[config.mk]
export PLATFORM = sky130hd
export DESIGN_NAME = skid_buffer16
export DESIGN_NICKNAME = d
export VERILOG_FILES = /design/src/rtl/skid_buffer16_pkg.sv /design/src/rtl/skid_buffer16_dreg_en_arst.sv /design/src/rtl/skid_buffer16.sv
export SDC_FILE = /design/constraint.sdc
export NUM_CORES = 1
export LEC_CHECK = 0
export CAP_MARGIN = 20
export CORE_MARGIN = 10
export CORE_UTILIZATION = 45
export DETAILED_ROUTE_END_ITERATION = 8
export HOLD_SLACK_MARGIN = 0.08
export PLACE_DENSITY = 0.72
export SYNTH_ARGS = -nofsm -noshare
export SYNTH_HDL_FRONTEND = slang
export SYNTH_HIERARCHICAL = 1
export SYNTH_SLANG_ARGS = --single-unit
export TNS_END_PERCENT = 5
[constraint.sdc]
create_clock -name clk -period 3.05 [get_ports clk]
set_input_delay 0.4575 -clock clk [delete_from_list [all_inputs] [get_ports clk]]
set_output_delay 0.4575 -clock clk [all_outputs]
set_load 0.02 [all_outputs]
[src/rtl/skid_buffer16_pkg.sv]
// Shared definitions for the two-entry valid/ready skid buffer.
//   state_e       : control FSM encoding (EMPTY / ONE / FULL)
//   DEFAULT_WIDTH : default data word width
//   OCC_W         : width of the occupancy count
package skid_buffer16_pkg;

  localparam int unsigned DEFAULT_WIDTH = 16;
  localparam int unsigned OCC_W         = 2;

  typedef enum logic [1:0] {
    ST_EMPTY = 2'b00,
    ST_ONE   = 2'b01,
    ST_FULL  = 2'b10
  } state_e;

endpackage : skid_buffer16_pkg

[src/rtl/skid_buffer16_dreg_en_arst.sv]
// WIDTH-bit data register with load enable and asynchronous active-low reset.
// Ports:
//   clk   : rising-edge clock
//   rst_n : asynchronous reset, active low, loads RST_VAL
//   en_i  : load enable
//   d_i   : next value
//   q_o   : registered value
module dreg_en_arst #(
  parameter int unsigned             WIDTH   = 16,
  parameter logic [WIDTH-1:0]        RST_VAL = '0
) (
  input  logic             clk,
  input  logic             rst_n,
  input  logic             en_i,
  input  logic [WIDTH-1:0] d_i,
  output logic [WIDTH-1:0] q_o
);

  always_ff @(posedge clk or negedge rst_n) begin
    if (!rst_n) begin
      q_o <= RST_VAL;
    end else if (en_i) begin
      q_o <= d_i;
    end
  end

endmodule : dreg_en_arst

[src/rtl/skid_buffer16.sv]
// Two-entry valid/ready skid buffer feeding the 16-bit data register stage.
// in_ready is decoded from registered state only, so the consumer's ready
// never reaches the producer combinationally; one extra word is absorbed in
// the skid register while the consumer stalls.
// Ports:
//   clk, reset          : rising-edge clock, async active-low reset
//   flush               : synchronous discard of all held words
//   in_valid/in_data    : producer side, in_ready back to producer
//   out_valid/out_data  : consumer side, out_ready from consumer
//   occupancy           : words currently held (0..2)
module skid_buffer16
  import skid_buffer16_pkg::*;
#(
  parameter int unsigned      WIDTH   = DEFAULT_WIDTH,
  parameter logic [WIDTH-1:0] RST_VAL = '0
) (
  input  logic             clk,
  input  logic             reset,
  input  logic             flush,
  input  logic             in_valid,
  input  logic [WIDTH-1:0] in_data,
  output logic             in_ready,
  output logic             out_valid,
  output logic [WIDTH-1:0] out_data,
  input  logic             out_ready,
  output logic [OCC_W-1:0] occupancy
);

  state_e           state_q;
  state_e           state_d;
  logic             main_en;
  logic             skid_en;
  logic [WIDTH-1:0] main_d;
  logic [WIDTH-1:0] skid_d;
  logic [WIDTH-1:0] skid_q;
  logic             in_xfer;
  logic             out_xfer;

  assign in_xfer  = in_valid & in_ready;
  assign out_xfer = out_valid & out_ready;

  // State register
  always_ff @(posedge clk or negedge reset) begin
    if (!reset) begin
      state_q <= ST_EMPTY;
    end else begin
      state_q <= state_d;
    end
  end

  // Handshake outputs decoded purely from state. An illegal encoding
  // advertises nothing so no word is accepted and then lost on recovery.
  always_comb begin
    in_ready  = 1'b0;
    out_valid = 1'b0;
    occupancy = OCC_W'(0);
    case (state_q)
      ST_EMPTY: begin
        in_ready  = 1'b1;
      end
      ST_ONE: begin
        in_ready  = 1'b1;
        out_valid = 1'b1;
        occupancy = OCC_W'(1);
      end
      ST_FULL: begin
        out_valid = 1'b1;
        occupancy = OCC_W'(2);
      end
      default: ;
    endcase
  end

  // Next state and data-register load controls; flush overrides everything
  always_comb begin
    state_d = state_q;
    main_en = 1'b0;
    skid_en = 1'b0;
    main_d  = in_data;
    skid_d  = in_data;
    if (flush) begin
      state_d = ST_EMPTY;
      main_en = 1'b1;
      skid_en = 1'b1;
      main_d  = RST_VAL;
      skid_d  = RST_VAL;
    end else begin
      case (state_q)
        ST_EMPTY: begin
          if (in_xfer) begin
            main_en = 1'b1;
            state_d = ST_ONE;
          end
        end
        ST_ONE: begin
          if (in_xfer && out_xfer) begin
            main_en = 1'b1;
          end else if (in_xfer) begin
            skid_en = 1'b1;
            state_d = ST_FULL;
          end else if (out_xfer) begin
            state_d = ST_EMPTY;
          end
        end
        ST_FULL: begin
          // in_ready is 0 here, so only the consumer side can move
          if (out_xfer) begin
            main_en = 1'b1;
            main_d  = skid_q;
            state_d = ST_ONE;
          end
        end
        default: begin
          state_d = ST_EMPTY;
        end
      endcase
    end
  end

  // Main register drives out_data directly and holds after draining
  dreg_en_arst #(
    .WIDTH   (WIDTH),
    .RST_VAL (RST_VAL)
  ) u_main (
    .clk   (clk),
    .rst_n (reset),
    .en_i  (main_en),
    .d_i   (main_d),
    .q_o   (out_data)
  );

  // Skid register holds the overflow word while the consumer stalls
  dreg_en_arst #(
    .WIDTH   (WIDTH),
    .RST_VAL (RST_VAL)
  ) u_skid (
    .clk   (clk),
    .rst_n (reset),
    .en_i  (skid_en),
    .d_i   (skid_d),
    .q_o   (skid_q)
  );

endmodule : skid_buffer16

-- Yosys cells after proc, flatten, opt, wreduce, memory -nomap -nowiden
Index checks and enable logic that the tools add are counted.
- shift-type cells: 0
- bitwise gates (word level): 2
- equality and inequality tests: 6
- multipliers: 0
- reduce and logical (&&, ||, !) cells: 5
- add/subtract/negate cells: 0
- mux-type cells: 22
- order comparisons: 0
- divide/modulo/power cells: 0
- operator list (kind ; count):
    16-bit 2-to-1 mux ; 4
    2-bit 2-to-1 mux ; 6
    1-bit 2-to-1 mux ; 9
    3-bit != test (second input constant) ; 3
    2-bit case mux with 3 select lines ; 1
    4-bit != test (second input constant) ; 1
    2-bit case mux with 2 select lines ; 1
    4-bit AND reduction ; 1
    2-bit OR reduction ; 2
    1-bit case mux with 3 select lines ; 1
    1-bit AND ; 2
    2-bit by 1-bit == test with 1-bit output (second input constant) ; 1
    2-bit == test (second input constant) ; 1
    2-bit zero test ; 1
    1-bit logical AND ; 1
- RAM bits: 0
- memories kept: 0
- flip-flop bits (word level): 34
- word-level logic and storage cells: 38
- ROM bits: 0
- input port bits: 21
- output and inout port bits: 20
- latch bits: 0

-- Longest topological paths before layout
Gate-level depths: netlist of the first run.
- depth after elaboration: 9
- mapped depth: 9
- depth with buffers taken out: 7

-- Modules after synthesis
The synthesis of the first run kept the hierarchy.
- modules (own cells, without submodules) (module ; sequential area each (um^2) ; area an instance (um^2) ; instances ; cells each):
    dreg_en_arst ; 400.4 ; 649.4 ; 2 ; 34
    skid_buffer16 ; 50.0 ; 588.1 ; 1 ; 102

-- Worst setup path before layout of the first run
OpenSTA, ideal clock, no wires.
- kind: register to register
- start: register state_q[0]
- end: register u_main.q_o[10]
- required time: 2.925 ns
- library setup time: 0.125 ns
- stages on the path, launching flop included: 10
- data arrival time: 2.195 ns
- path slack: 0.730 ns
- path buffers: 2
- clock period less this slack: 2.320 ns
- cell sequence: dfrtp_1 > inv_1 > ha_1 > or2_2 > and3_1 > a222oi_1 > o21bai_1 > buf_6 > buf_12 > mux2_4
- cells in the longest elaborated chain, start to end: 8
- elaborated cells on any way between the ends: 18
- classes of those cells: eq/ne (2); mux (10); bitwise (2); reduce/logical (4)
- RTL lines (what ; RTL line ; RTL):
    start: declaration ; skid_buffer16.sv:29 ; state_e state_q;
    start signal: assignment ; skid_buffer16.sv:47 ; state_q <= state_d;
    2-bit by 1-bit == test with 1-bit output / 2-bit zero test (equally long branches) ; skid_buffer16.sv:57 ; case (state_q)
    2-bit OR reduction (no line) * ; - ;
    1-bit 2-to-1 mux * ; skid_buffer16.sv:57 ;
    named net in_ready ; skid_buffer16.sv:22 ; output logic in_ready,
    1-bit AND * ; skid_buffer16.sv:39 ; assign in_xfer = in_valid & in_ready;
    1-bit logical AND ; skid_buffer16.sv:96 ; if (in_xfer && out_xfer) begin
    1-bit 2-to-1 mux ; skid_buffer16.sv:96 ;
    1-bit case mux with 3 select lines * ; skid_buffer16.sv:88 ; case (state_q)
    1-bit 2-to-1 mux * ; skid_buffer16.sv:81 ; if (flush) begin
    named net main_en ; skid_buffer16.sv:31 ; logic main_en;
    end signal: assignment ; skid_buffer16_dreg_en_arst.sv:23 ; q_o <= d_i;
    end: declaration ; skid_buffer16_dreg_en_arst.sv:16 ; output logic [WIDTH-1:0] q_o
The timed path passes the listed nets; every way through them passes the cells marked *.
A chain may end at the register's enable or synchronous reset.

-- Worst setup path in the final report of the first run
- start: register state_q[0]
- end: register u_main.q_o[2]
- cells in the longest elaborated chain, start to end: 8
- elaborated cells on any way between the ends: 18
- classes of those cells: eq/ne (2); mux (10); bitwise (2); reduce/logical (4)
- RTL lines (what ; RTL line):
    2-bit by 1-bit == test with 1-bit output (tied with other cells) ; skid_buffer16.sv:57, skid_buffer16.sv:88
    2-bit OR reduction (no line) ; -
    1-bit 2-to-1 mux ; skid_buffer16.sv:57
    1-bit AND, on equally long branches ; skid_buffer16.sv:39, skid_buffer16.sv:40
    1-bit logical AND ; skid_buffer16.sv:96
    1-bit 2-to-1 mux ; skid_buffer16.sv:96
    1-bit case mux with 3 select lines * ; skid_buffer16.sv:88
    1-bit 2-to-1 mux * ; skid_buffer16.sv:81
    named net main_en ; skid_buffer16.sv:31
Marks and branches as above.

==> metrics.csv, run 1 <==
metric,value,unit
status,finished clean,
hold_buffers,0,
gp_congestion,0.768,
std_cell_rows,23,
yosysSeqAreaShare,45.1,%
drv_slew,0,
die_h,84.8,um
syn_area,0.00189,sq mm
drt_pass1_iterations,4,
max-slew-margin-rel,27.6,%
maxCapViolations,0,
grt_first_pass_wirelength,7.25,mm
path_clk_slew,70,ps
syn_area_per_cell,11.1,sq um
drive_gt1_share,21.4,%
vdd_drop_max,0.304,mV
hold_viol_final,0,
ys_seq_elements,34,
synthCells,170,
setup_viol,0,
h-tree-depth,2,
area_delta_synth_final,25.9,%
io_buffers,40,
vias_per_cell,5.35,
powerDensity,637,mW/mm^2
path_cells,inv_1 > ha_1 > or2_2 > and3_1 > a222oi_1 > o21bai_2 > mux2_2,
insertedDiodeCount,0,
first_global_vias,1472,
multi_input_area,941,sq um
grt_overflow,0,
antenna_found_initial,0,
critPathMaxFanout,16,
layout_common_cells,"clkdlybuf4s50_1, nand2_1, dfrtp_1",
seq_area,851,sq um
drc,0,
dp.cells,252,
clock_skew,4.18,ps
finalCriticalPeriod,2620,ps
clock_tree.root_cell,clkbuf_8,
tightest_slew,1080,ps
clkSinkCount,34,
cts_buffers,5,
layout_commonest_cell,clkdlybuf4s50_1,
core_area,0.00403,sq mm
critPathKind,reg2reg,
crit_slowest_cell,o21bai_2,
grt_max_degree,35,
final_util,59.0,%
yosys.cell_types.count,24,
cp.required,3210,ps
grt_usage,12.2,%
clock_path_buffers,2,
wirelength,4.36,mm
io_pins,41,
hold_path_class,reg2reg,
start_kind,flop,
rsz0062_at_grt,no,
synth_fp_nets,197,
power.leakage,1.11,nW
die_x,84.8,um
dr_total_vias,1392,
ant_nets,0,
dpl.hpwl,3.04,mm
cp-end-kind,flop,
cts_setup_buffers,0,
place_ws,307,ps
ctsResizeCount,0,
drt_iter0_markers,89,
fmaxAchievable,0.382,GHz
initial_core_util,46.8,%
fin_nets,236,
cts_tree,yes,
routedWlPerCell,16.8,um
clk_latency,270,ps
dieArea,0.00718,sq mm
yosysWarningCount,6,
fill_cells,358,
setup_ws,433,ps
cp.arrival,2770,ps
stdcell_count,260,
totalNegativeSetupSlack,0,ps
slowest_delay,850,ps
fin_crit_sh,85.8,%
==> through the flow <==
step	power [W]	cell area (sq um)	hold slack (ps)
2_1_floorplan	0.000993	1890	162
3_3_place_gp	0.00117	2280	489
3_5_place_dp	0.00119	2280	496
4_1_cts	0.00153	2380	514
5_1_grt	0.00161	2380	525
6_report	0.00151	2380	511
==> worst max-delay path: cells and delay by family, from the launching register on <==
| family | cells | cell delay [ps] |
|---|---|---|
| muxes | 1 | 420 |
| buffers and inverters | 1 | 130 |
| adders and majority gates | 1 | 220 |
| DFF | 1 | 430 |
| AOI/OAI and AO/OA | 2 | 960 |
| and+or+nand+nor | 2 | 340 |
==> report_power, final <==
group / leakage [nW] / internal [W] / total (W) / switching, W
clock network: 0.0482 / 0.000182 / 0.000332 / 0.000150
logic: 0.623 / 0.000315 / 0.000599 / 0.000284
registers: 0.439 / 0.000531 / 0.000582 / 0.0000508
total: 1.11 / 0.00103 / 0.00151 / 0.000485
==> cell usage after synthesis, drive strengths merged <==
master | number | area (sq um)
a21boi | 1 | 7.51
a21o | 1 | 7.51
a21oi | 20 | 100
a222oi | 1 | 10.0
a2bb2oi | 1 | 8.76
and2 | 1 | 7.51
and3 | 2 | 12.5
buf | 6 | 72.6
clkbuf | 5 | 18.8
dfrtp | 34 | 851
ha | 6 | 75.1
inv | 2 | 7.51
mux2 | 32 | 435
nand2 | 35 | 131
nor2 | 1 | 3.75
nor2b | 16 | 100
o21ai | 2 | 10.0
o21bai | 1 | 7.51
or2 | 1 | 6.26
or3 | 1 | 6.26
or4 | 1 | 7.51
==> flip-flops by register name (all words and copies together), names as in the netlist <==
signal / count
u_skid/q_o: 16
state_q: 2
u_main/q_o: 16
==> area by class of cell <==
type                    count  share of cell area, %
clock buffers               7                   3.63
clock inverters             1                  0.211
inverters                   2                  0.316
multi-input cells         123                   39.6
flip-flops and latches     34                   35.8
well taps                  50                   2.63
repair buffers             43                   17.8
==> cell families (layout without fill, tap and decap cells) <==
group / after synthesis / after routing / share of synthesized area (%)
AOI/OAI and AO/OA: 27 / 27 / 8.02
buffers and inverters: 13 / 53 / 5.24
and+or+nand+nor: 58 / 58 / 14.6
DFF: 34 / 34 / 45.1
adders and majority gates: 6 / 6 / 3.98
muxes: 32 / 32 / 23.1
==> worst paths after layout <==
path	slack, ps	cells after the start	from	endpoint
min reg2reg	510	1	u_main/q_o[14]	u_main/q_o[14]
max in group asynchronous	2160	2	reset	u_main/q_o[3]
min	510	1	u_main/q_o[14]	u_main/q_o[14]
max reg2reg	430	7	state_q[0]	u_main/q_o[2]
max	430	7	state_q[0]	u_main/q_o[2]
min in group asynchronous	590	2	reset	u_skid/q_o[11]
==> layer usage <==
layer,track usage [%],routed length [um]
met5,0,0
met4,4.34,57
met3,4.25,251
met2,19.6,2090
met1,14.8,1960
Note: power is estimated with default switching activity, not from simulation.
==> run 2: changes to the inputs <==
SLEW_MARGIN = 30   (was unset)
==> metrics.csv, run 2 (synthesis results as in run 1) <==
metric,value,unit
status,finished clean,
hold_path_class,reg2reg,
power.leakage,1.11,nW
fin_crit_sh,84.5,%
io_buffers,40,
vdd_drop_max,0.316,mV
crit_family,compound AO/OA/AOI/OAI gates,
drt_pass1_iterations,4,
powerDensity,632,mW/mm^2
place_ws,487,ps
met1_length,1.89,mm
tightest_slew,666,ps
maxCapViolations,0,
path_clk_slew,60,ps
antenna_found_initial,0,
reg2reg_depth,7,
die_x,84.8,um
totalNegativeSetupSlack,0,ps
crit_slowest_cell,a222oi_1,
grt_usage,12.3,%
clock_path_buffers,2,
die_h,84.8,um
clock_skew,5.06,ps
reg.largest.list,"u_main/q_o x16, u_skid/q_o x16, state_q x2",
std_cell_rows,23,
critPathMaxFanout,16,
ctsResizeCount,0,
worstReg2RegEnd,u_main/q_o[9],
clock_tree.root_cell,clkbuf_8,
cp.buffers_inverters,1,
slowest_delay,490,ps
cp.required,3220,ps
area_delta_synth_final,25.9,%
rrSetupSlack,470,ps
power,0.00150,W
initial_core_util,46.8,%
io_pins,41,
path_cells,inv_1 > ha_1 > or2_2 > and3_1 > a222oi_1 > o21bai_4 > mux2_4,
wl_met3,305,um
setup_ws,474,ps
gp_congestion,0.768,
cp-end-kind,flop,
drive_gt1_share,21.2,%
top_layer,met4,
max-slew-margin-rel,55.6,%
grt_overflow,0,
grt_max_degree,35,
dpl.hpwl,3.06,mm
wirelength,4.28,mm
cts_setup_buffers,0,
route.met2.wl,2.00,mm
crit-reg2reg-launch,state_q[0],
finalCriticalPeriod,2580,ps
clk_latency,290,ps
ant_nets,0,
insertedDiodeCount,0,
hold-path-endpoint,u_main/q_o[14],
hold_viol_final,0,
layout_common_cells,"clkdlybuf4s50_1, nand2_1, dfrtp_1",
drt_iter0_markers,97,
drv_slew,0,
grt_first_pass_wirelength,7.10,mm
min_from,u_main/q_o[14],
clkSinkCount,34,
cts_buffers,5,
fin_nets,236,
dieArea,0.00718,sq mm
start_kind,flop,
layout_commonest_cell,clkdlybuf4s50_1,
vias_per_cell,5.36,
dr_total_vias,1383,
fill_cells,357,
core_area,0.00403,sq mm
setup_viol,0,
hold_buffers,0,
first_global_vias,1423,
rsz0062_at_grt,no,
hold_depth,1,
h-tree-depth,2,
cts_tree,yes,
fmaxAchievable,0.388,GHz
routedWlPerCell,16.6,um
drc,0,
cp.arrival,2750,ps
critPathKind,reg2reg,
==> run 2: cell types whose count changed in the layout (fill, tap and decap cells not counted) <==
cell	change
clkbuf_1	-1
o21bai_4	+1
o21bai_2	-1
clkinv_2	-1
==> run 2: worst max-delay path by stage <==
stage	depth (start not counted)	to	slack (ps)	from
2_1_floorplan	9	u_main/q_o[10]	730	state_q[0]
3_3_place_gp	5	u_main/q_o[13]	410	out_ready
3_5_place_dp	7	u_main/q_o[9]	490	state_q[0]
4_1_cts	7	u_main/q_o[10]	480	state_q[0]
5_1_grt	7	u_main/q_o[9]	350	state_q[0]
6_report	7	u_main/q_o[9]	470	state_q[0]
==> run 2: worst register-to-register path, cell delays in order (launching register included) <==
cell,delay (ps)
dfrtp_1,430
inv_1,110
ha_1,250
or2_2,310
and3_1,200
a222oi_1,490
o21bai_4,310
mux2_4,370
==> run 2: area by class of cell <==
cell class	instances	area [sq um]	area share [%]
clock buffers	6	82.6	3.48
inverters	2	7.51	0.316
multi-input cells	123	948	39.9
flip-flops and latches	34	851	35.8
well taps	50	62.6	2.63
repair buffers	43	423	17.8
==> run 2: through the flow <==
step / std cells / utilization, % / cell area [sq um] / hold WS, ps
detailed placement: 252 / 56.9 / 2290 / 496
global placement: 252 / 56.7 / 2280 / 489
global route: 258 / 58.9 / 2370 / 523
floorplan: 170 / - / 1890 / 162
finish: 258 / 58.9 / 2370 / 508
CTS: 258 / 58.9 / 2370 / 513
==> run 2: per-layer routing <==
layer  global-route usage (%)  up-vias
li1                         -      648
met1                     14.5      687
met2                     18.9       41
met3                     5.80        7
met4                     4.79        0
met5                        0        -
==> run 2: power by group <==
part	internal [W]	leakage [nW]	switching (W)	total, W
clock	0.000174	0.0431	0.000146	0.000319
combinational	0.000315	0.624	0.000284	0.000599
sequential	0.000531	0.439	0.0000515	0.000583
